`config.mk`:
```
export PLATFORM = sky130hd
export DESIGN_NAME = alu_result_stage
export DESIGN_NICKNAME = d
export VERILOG_FILES = /design/src/rtl/alu_pkg.sv /design/src/rtl/alu_flag_gen.sv /design/src/rtl/alu_result_stage.sv
export SDC_FILE = /design/constraint.sdc
export NUM_CORES = 1
export LEC_CHECK = 0
export ABC_AREA = 1
export CORE_MARGIN = 5
export CORE_UTILIZATION = 47
export CTS_CLUSTER_DIAMETER = 30
export DETAILED_ROUTE_END_ITERATION = 10
export PLACE_DENSITY = 0.86
export REMOVE_ABC_BUFFERS = 1
export SYNTH_ARGS = -nofsm -noshare
export SYNTH_HDL_FRONTEND = slang
export SYNTH_SLANG_ARGS = --single-unit
```
`constraint.sdc`:
```
create_clock -name clk -period 3 [get_ports clk]
set_input_delay 0.45 -clock clk [delete_from_list [all_inputs] [get_ports clk]]
set_output_delay 0.45 -clock clk [all_outputs]
set_load 0.005 [all_outputs]
```
`src/rtl/alu_pkg.sv`:
```
`default_nettype none
// ============================================================================
// Module      : alu_pkg
// Description : Shared definitions for the ALU result stage. Holds the
//               op-select codes, the default datapath width, the stored
//               status-flag bundle and the occupancy-state encoding.
// Revision    : 1.0 - initial release
// ============================================================================
package alu_pkg;

    // Default datapath width of an ALU result
    localparam int ALU_WIDTH = 32;

    // Op-select codes driven by the upstream operation mux
    localparam int SEL_ADD = 0;
    localparam int SEL_SUB = 1;
    localparam int SEL_XOR = 2;
    localparam int SEL_SLT = 3;
    localparam int SEL_AND = 4;

    // Highest legal select code; anything above is flagged illegal
    localparam int SEL_MAX = SEL_AND;

    // Status flags stored alongside each buffered result
    typedef struct packed {
        logic illegal;
        logic parity;
        logic neg;
        logic zero;
    } flags_t;

    // Occupancy encoding: bit 0 = main register valid, bit 1 = skid valid.
    // Choosing these codes lets out_valid and in_ready come straight
    // from state flop bits with no decode logic.
    typedef enum logic [1:0] {
        ST_EMPTY = 2'b00,
        ST_ONE   = 2'b01,
        ST_FULL  = 2'b11
    } occ_t;

endpackage : alu_pkg
`default_nettype wire

```
`src/rtl/alu_flag_gen.sv`:
```
`default_nettype none
// ============================================================================
// Module      : alu_flag_gen
// Description : Combinational status-flag generator for an ALU result.
//               Ports:
//                 result_i  - result word being captured
//                 sel_i     - op-select code that produced it
//                 flags_o   - zero / neg / parity(odd) / illegal-select
// Revision    : 1.0 - initial release
// ============================================================================
module alu_flag_gen
    import alu_pkg::*;
#(
    parameter int WIDTH = ALU_WIDTH,
    parameter int SEL_W = 3
) (
    input  logic [WIDTH-1:0] result_i,
    input  logic [SEL_W-1:0] sel_i,
    output flags_t           flags_o
);

    localparam logic [SEL_W-1:0] c_sel_max = SEL_W'(SEL_MAX);

    always_comb begin
        flags_o         = '0;
        flags_o.zero    = (result_i == '0);
        flags_o.neg     = result_i[WIDTH-1];
        flags_o.parity  = ^result_i;          // 1 = odd number of ones
        flags_o.illegal = (sel_i > c_sel_max);
    end

endmodule : alu_flag_gen
`default_nettype wire

```
`src/rtl/alu_result_stage.sv`:
```
`default_nettype none
// ============================================================================
// Module      : alu_result_stage
// Description : Registered output stage behind the ALU op-select mux.
//               Captures result + select code through a valid/ready
//               handshake with a 2-entry (main + skid) buffer, attaches
//               status flags and counts delivered results (saturating).
//               Ports:
//                 clk, reset           - clock, async active-high reset
//                 in_valid/in_ready    - upstream handshake
//                 in_result, in_sel    - result word and its select code
//                 out_valid/out_ready  - downstream handshake
//                 out_result, out_sel  - registered result and select code
//                 out_zero/neg/parity/illegal - registered status flags
//                 result_count         - saturating count of out transfers
// Revision    : 1.0 - initial release
// ============================================================================
module alu_result_stage
    import alu_pkg::*;
#(
    parameter int WIDTH = ALU_WIDTH,
    parameter int SEL_W = 3,
    parameter int CNT_W = 16
) (
    input  logic             clk,
    input  logic             reset,
    input  logic             in_valid,
    output logic             in_ready,
    input  logic [WIDTH-1:0] in_result,
    input  logic [SEL_W-1:0] in_sel,
    output logic             out_valid,
    input  logic             out_ready,
    output logic [WIDTH-1:0] out_result,
    output logic [SEL_W-1:0] out_sel,
    output logic             out_zero,
    output logic             out_neg,
    output logic             out_parity,
    output logic             out_illegal,
    output logic [CNT_W-1:0] result_count
);

    // ------------------------------------------------------------------
    // State and storage
    // ------------------------------------------------------------------
    occ_t             state_q, state_d;

    logic [WIDTH-1:0] main_result_q;
    logic [SEL_W-1:0] main_sel_q;
    flags_t           main_flags_q;

    logic [WIDTH-1:0] skid_result_q;
    logic [SEL_W-1:0] skid_sel_q;
    flags_t           skid_flags_q;

    logic [CNT_W-1:0] count_q;

    // Control strobes from the next-state logic
    logic             w_load_main_in;
    logic             w_load_skid;
    logic             w_skid_to_main;

    flags_t           w_in_flags;
    logic             w_in_xfer;
    logic             w_out_xfer;

    // ------------------------------------------------------------------
    // Flags are computed once on the input path and travel with the data
    // ------------------------------------------------------------------
    alu_flag_gen #(
        .WIDTH (WIDTH),
        .SEL_W (SEL_W)
    ) u_flag_gen (
        .result_i (in_result),
        .sel_i    (in_sel),
        .flags_o  (w_in_flags)
    );

    // Handshake outputs are direct state-flop bits (no path from out_ready)
    assign out_valid  = state_q[0];
    assign in_ready   = ~state_q[1];

    assign w_in_xfer  = in_valid  & in_ready;
    assign w_out_xfer = out_valid & out_ready;

    // ------------------------------------------------------------------
    // Occupancy FSM: state register
    // ------------------------------------------------------------------
    always_ff @(posedge clk or posedge reset) begin
        if (reset) begin
            state_q <= ST_EMPTY;
        end else begin
            state_q <= state_d;
        end
    end

    // ------------------------------------------------------------------
    // Occupancy FSM: next state and data-movement strobes
    // ------------------------------------------------------------------
    always_comb begin
        state_d        = state_q;
        w_load_main_in = 1'b0;
        w_load_skid    = 1'b0;
        w_skid_to_main = 1'b0;

        case (state_q)
            ST_EMPTY: begin
                if (w_in_xfer) begin
                    state_d        = ST_ONE;
                    w_load_main_in = 1'b1;
                end
            end
            ST_ONE: begin
                case ({w_in_xfer, w_out_xfer})
                    2'b10: begin
                        // Consumer stalled: park the new result in the skid
                        state_d     = ST_FULL;
                        w_load_skid = 1'b1;
                    end
                    2'b01: begin
                        state_d = ST_EMPTY;
                    end
                    2'b11: begin
                        // Pass-through: main drains and refills in one edge
                        state_d        = ST_ONE;
                        w_load_main_in = 1'b1;
                    end
                    default: begin
                        state_d = ST_ONE;
                    end
                endcase
            end
            ST_FULL: begin
                // in_ready is low here, so only a drain can occur
                if (w_out_xfer) begin
                    state_d        = ST_ONE;
                    w_skid_to_main = 1'b1;
                end
            end
            default: begin
                state_d = ST_EMPTY;
            end
        endcase
    end

    // ------------------------------------------------------------------
    // Main register (drives out_*)
    // ------------------------------------------------------------------
    always_ff @(posedge clk or posedge reset) begin
        if (reset) begin
            main_result_q <= '0;
            main_sel_q    <= '0;
            main_flags_q  <= '0;
        end else if (w_load_main_in) begin
            main_result_q <= in_result;
            main_sel_q    <= in_sel;
            main_flags_q  <= w_in_flags;
        end else if (w_skid_to_main) begin
            main_result_q <= skid_result_q;
            main_sel_q    <= skid_sel_q;
            main_flags_q  <= skid_flags_q;
        end
    end

    // ------------------------------------------------------------------
    // Skid register
    // ------------------------------------------------------------------
    always_ff @(posedge clk or posedge reset) begin
        if (reset) begin
            skid_result_q <= '0;
            skid_sel_q    <= '0;
            skid_flags_q  <= '0;
        end else if (w_load_skid) begin
            skid_result_q <= in_result;
            skid_sel_q    <= in_sel;
            skid_flags_q  <= w_in_flags;
        end
    end

    // ------------------------------------------------------------------
    // Delivered-result counter, sticks at all-ones
    // ------------------------------------------------------------------
    always_ff @(posedge clk or posedge reset) begin
        if (reset) begin
            count_q <= '0;
        end else if (w_out_xfer && (count_q != {CNT_W{1'b1}})) begin
            count_q <= count_q + CNT_W'(1);
        end
    end

    // ------------------------------------------------------------------
    // Outputs
    // ------------------------------------------------------------------
    assign out_result   = main_result_q;
    assign out_sel      = main_sel_q;
    assign out_zero     = main_flags_q.zero;
    assign out_neg      = main_flags_q.neg;
    assign out_parity   = main_flags_q.parity;
    assign out_illegal  = main_flags_q.illegal;
    assign result_count = count_q;

endmodule : alu_result_stage
`default_nettype wire

```
==> results.toml, run 1 <==
[global_route]
antenna_found_initial = 0
grt_pass1_wl_mm = 20.69
grt_remaining_overflow = 0
grt_max_degree = 76
grt_pass1_vias = 4307
grt_use_total_pct = 19.84

[sta]
slew_headroom_pct = 28.87
clock_skew_ps = 15.59
worst_slew_pin_slew_ps = 1066
max_freq_mhz = 403.1
min_period_ps = 2481
final-max-slew-violation-count = 0
finalWorstSetupSlack_ps = 519.0
finalSetupViolCount = 0
fin_crit_sh_pct = 82.70
hold_viol = 0
tns_ps = 0
fin_hold_ws_ps = 488.6
rsz0062_at_grt = "false"

[clocking]
htree_levels = 3
cts_resized = 0
cts_tree = "yes"
postCtsSetupBuffers = 0
cts_buffer_depth = 2
cts_buffers = 9
clkLatencyLatePin_ps = 380
cts_hold_buffers = 0
root_buffer = "clkbuf_8"
path_clk_slew_ps = 100
clock-sinks = 94

[detailed_routing]
drt_iter0_drc = 372
drcViolationCount = 0
viasPerCell = 5.290
vias = 4396
drt_wl_total_mm = 12.58
wl_per_cell_um = 15.14
detail-route-antenna-nets = 0
drt-pass1-iter-count = 5

[die]
boundaryPins = 96
dieArea_sq_um = 12800
die_w_um = 113.1
std_cell_rows = 37
die_h_um = 113.1
initial_core_util_pct = 48.20
core_area_sq_um = 10370

[synth]
yosys_warnings = 0
ys_seq_elements = 94
synthCells = 606
synthTopCellsByArea = "dfrtp_1, nand2_1, ha_1, inv_1, o211ai_1"
synth.largest_area_cell = "dfrtp_1"
ys_types = 32
synth_top_area_share_pct = 47.06
synth_area_per_cell_sq_um = 8.248
syn_area_sq_um = 4999
yosysSeqAreaShare_pct = 47.06

[critical_path]
critPathCaptureType = "flip-flop"
slowest_stage = "nor2_2"
cp.arrival_ps = 2760
worstPathRequired_ps = 3280
worstSetupPathType = "reg -> reg"
reg2regPathDepth = 8
cpPeakStageDelay_ps = 810
cp_max_fo = 25
start_kind = "flip-flop"
worstPathCellList = "inv_1 -> ha_1 -> nand3_1 -> nand2_2 -> nor2_2 -> buf_4 -> nand2_1 -> o211ai_1"

[final_layout]
layout_commonest_cell = "nand2_1"
layout-drive-gt1-share_pct = 6.906
final_cell_mix = "nand2_1, clkdlybuf4s50_1, dfrtp_1"
nFillCells = 910
area_growth_pct = 24.93
final_net_count = 750
finalInstanceArea_sq_um = 6245
n_antenna_cell = 0

[power]
p_leak_nw = 2.976
power.ir.vdd_worst_mv = 0.4704
powerDensity_nw_per_um2 = 855.4

[placement]
place_congestion = 0.8571
post-dp-hpwl_mm = 8.963
placed_cell_area_sq_um = 6022
io_buffer_count = 95
place_ws_ps = 142.0

[status]
status = "complete, no violations"

[run]
maxCapViolations = 0

[hold_path]
hold_path_class = "in -> async"
## layout make-up
type / instances / area (sq um) / share of cell area, %
Clock inverter: 6 / 85.08 / 1.362
Timing Repair Buffer: 102 / 1016 / 16.27
Clock buffer: 10 / 137.6 / 2.204
Sequential cell: 94 / 2352 / 37.67
Multi-Input combinational cell: 408 / 2200 / 35.22
Inverter: 75 / 284.0 / 4.548
Tap cell: 136 / 170.2 / 2.725
## layer usage
layer | track usage (%) | share of wire [%]
met1 | 25.48 | 43
met4 | 5.689 | 1.6
met5 | 0 | 0
met3 | 4.278 | 6.5
met2 | 33.81 | 49
## critical path, delay by kind of cell (launching register included)
| family | cells | cell delay [ps] |
|---|---|---|
| AOI/OAI and AO/OA | 1 | 110 |
| DFF | 1 | 460 |
| and+or+nand+nor | 4 | 1090 |
| adders and majority gates | 1 | 230 |
| buffers and inverters | 2 | 490 |
## synthesized netlist by cell type
master    number
buf_4          4
xnor2_1        6
inv_1         70
xor2_1        14
o21ai_2        7
nand2_1      191
nor2_2         3
xor2_2         1
nand3_2        1
a211oi_1       1
o211ai_1      35
a21o_1         1
o21a_1         1
clkbuf_2       1
inv_2          5
nor4_1         1
nor2_1        14
buf_2         12
a21oi_1        1
nand3_1       49
o21ai_1        1
nor3_1         7
nand3b_1       1
clkbuf_1       7
nand2_2        2
dfrtp_1       94
and2_4         1
o21ai_0       41
buf_6          5
ha_1          21
nor3_2         2
nand4_1        6
## registers in the layout, summed over array words and instances, names as in the netlist
signal / count
out_illegal: 1
skid_sel_q: 3
result_count: 16
out_sel: 3
out_result: 32
out_zero: 1
skid_result_q: 32
skid_flags_q: 3
out_parity: 1
state_q: 2
## cells by family (layout without fill, tap and decap cells)
| kind of cell | count (synthesis) | in the layout | synth area share (%) |
|---|---|---|---|
| AO/OA/AOI/OAI | 88 | 88 | 11.24 |
| XOR/XNOR | 21 | 21 | 3.830 |
| adder cells (fa/ha/maj) | 21 | 21 | 5.257 |
| buffers and inverters | 104 | 193 | 9.186 |
| flip-flops | 94 | 94 | 47.06 |
| AND/OR/NAND/NOR | 278 | 278 | 23.43 |
## per-stage QoR
step	total power [mW]	utilization [%]	instances
global route	5.709	60.22	831
floorplan	3.274	-	577
CTS	5.363	60.22	831
finish	5.342	60.22	831
detailed placement	4.404	58.07	815
global placement	4.267	58.07	815
## final timing paths
check / startpoint / slack [ps] / endpoint
min in group clk: skid_flags_q[3] / 490 / skid_flags_q[3]
max reg2reg: state_q[1] / 520 / out_result[4]
max: state_q[1] / 520 / out_result[4]
min: reset / 490 / result_count[12]
min reg2reg: skid_flags_q[3] / 490 / skid_flags_q[3]
max in group asynchronous: reset / 1760 / skid_sel_q[1]
## where the power goes
group | total [mW] | internal (mW) | switching [mW]
Clock | 0.953 | 0.489 | 0.464
Sequential | 2.21 | 1.81 | 0.394
Combinational | 2.18 | 1.07 | 1.11
Total | 5.34 | 3.37 | 1.97
(Power assumes the default switching activity.)
==> inputs of run 2 (changes only) <==
--- a/config.mk
+++ b/config.mk
@@ -7,10 +7,10 @@
 export LEC_CHECK = 0
 export ABC_AREA = 1
 export CORE_MARGIN = 5
-export CORE_UTILIZATION = 47
+export CORE_UTILIZATION = 50
 export CTS_CLUSTER_DIAMETER = 30
 export DETAILED_ROUTE_END_ITERATION = 10
-export PLACE_DENSITY = 0.86
+export PLACE_DENSITY = 0.87
 export REMOVE_ABC_BUFFERS = 1
 export SYNTH_ARGS = -nofsm -noshare
 export SYNTH_HDL_FRONTEND = slang
==> constraint.sdc (replaced) <==
create_clock -name clk -period 2.6 [get_ports clk]
set_input_delay 0.39 -clock clk [delete_from_list [all_inputs] [get_ports clk]]
set_output_delay 0.39 -clock clk [all_outputs]
set_load 0.005 [all_outputs]
==> results.toml, run 2 (synthesis gave the netlist of run 1 again) <==
[status]
status = "complete, no violations"

[clocking]
cts_buffer_depth = 2
clock-sinks = 94
path_clk_slew_ps = 100
cts_tree = "yes"
cts_hold_buffers = 0
htree_levels = 3
root_buffer = "clkbuf_8"
cts_buffers = 9
cts_resized = 0
postCtsSetupBuffers = 0
clkLatencyLatePin_ps = 360

[detailed_routing]
drt-pass1-iter-count = 4
vias = 4383
drt_wl_total_mm = 12.21
viasPerCell = 5.274
wl_per_cell_um = 14.70
detail-route-antenna-nets = 0
drcViolationCount = 0
drt_iter0_drc = 311

[final_layout]
final_cell_mix = "nand2_1, clkdlybuf4s50_1, dfrtp_1"
area_growth_pct = 25.56
n_antenna_cell = 0
final_net_count = 753
layout-drive-gt1-share_pct = 6.877
fin_cells = 831
final_util_pct = 64.21
layout_commonest_cell = "nand2_1"

[sta]
fin_crit_sh_pct = 79.59
hold_viol = 0
max_freq_mhz = 483.3
finalSetupViolCount = 0
clock_skew_ps = 14.66
rsz0062_at_grt = "false"
fin_hold_ws_ps = 366.4
slew_headroom_pct = 64.13
final-max-slew-violation-count = 0
min_period_ps = 2069
worst_slew_pin_slew_ps = 537.4
finalWorstSetupSlack_ps = 530.7

[die]
die_w_um = 110.0
die_h_um = 110.0
boundaryPins = 96
std_cell_rows = 36
initial_core_util_pct = 51.14
core_area_sq_um = 9774
dieArea_sq_um = 12100

[critical_path]
cp.arrival_ps = 2330
worstPathRequired_ps = 2860
cp_max_fo = 43
worstPathCellList = "inv_1 -> ha_1 -> nand3_1 -> nand2_2 -> inv_2 -> buf_12 -> nand3_1 -> o211ai_1"
start_kind = "flip-flop"
cpPeakStageDelay_ps = 460
worstSetupPathType = "reg -> reg"
slowest_stage = "dfrtp_1"
critPathCaptureType = "flip-flop"
cp_common_cell = "nand3_1"

[global_route]
grt_pass1_vias = 4451
grt_remaining_overflow = 0
grt_use_total_pct = 21.43
antenna_found_initial = 0
grt_max_degree = 44
grt_pass1_wl_mm = 20.70

[placement]
place_ws_ps = 302.3
placed_cells = 815
io_buffer_count = 95
post-dp-hpwl_mm = 9.208
place_congestion = 0.9267

[power]
p_total_mw = 6.154
p_leak_nw = 2.996
power.ir.vdd_worst_mv = 0.5576
powerDensity_nw_per_um2 = 980.5

[run]
maxCapViolations = 0

[hold_path]
hold_path_class = "in -> async"
==> run 2: cell types whose count changed in the layout (fill, tap and decap cells not counted) <==
| cell | previous run | this run |
|---|---|---|
| clkinvlp_4 | 2 | 1 |
| clkbuf_1 | 0 | 3 |
| nor2_2 | 3 | 4 |
| buf_12 | 1 | 3 |
| inv_4 | 1 | 0 |
| clkinv_2 | 2 | 1 |
| buf_4 | 6 | 7 |
| nor2_4 | 1 | 0 |
==> run 2: cell type report <==
class	count	area, sq um
sequential	94	2352
inverter	75	282.8
clock buffer	13	148.9
fill	795	3498
multi-input combinational	408	2195
clock inverter	3	67.56
timing repair buffer	105	1064
tap	133	166.4
==> run 2: where the power goes <==
part / switching, mW / internal [mW]
clock: 0.499 / 0.570
combinational: 1.29 / 1.27
sequential: 0.435 / 2.09
total: 2.23 / 3.93
==> run 2: final timing paths <==
check,startpoint,end,slack [ps],cells after the start
setup / recovery,state_q[1],out_result[25],530,8
hold / removal,reset,state_q[0],370,2
setup reg to reg,state_q[1],out_result[25],530,8
hold reg to reg,skid_result_q[10],skid_result_q[10],490,2
max in group asynchronous,reset,skid_result_q[21],1510,3
min in group clk,skid_result_q[10],skid_result_q[10],490,2
==> run 2: critical path: cells and delay by family (launching register included) <==
family / cells / cell delay, ps
AND/OR/NAND/NOR: 3 / 340
buffers and inverters: 3 / 800
flip-flops: 1 / 460
adder cells (fa/ha/maj): 1 / 240
AO/OA/AOI/OAI: 1 / 130
==> run 2: metrics by stage <==
step | TNS, ps | instance area (sq um)
3_5_place_dp | 0 | 6060
4_1_cts | 0 | 6276
6_report | 0 | 6276
2_1_floorplan | -29910 | 4821
3_3_place_gp | 0 | 6060
5_1_grt | 0 | 6276
==> run 2: per-layer routing <==
| metal | share of wire [%] | vias up | GRT usage, % |
|---|---|---|---|
| li1 | - | 2121 | - |
| met1 | 42 | 2089 | 27.51 |
| met2 | 49 | 152 | 36.35 |
| met3 | 6.6 | 21 | 3.844 |
| met4 | 1.7 | 0 | 7.658 |
| met5 | 0 | - | 0 |
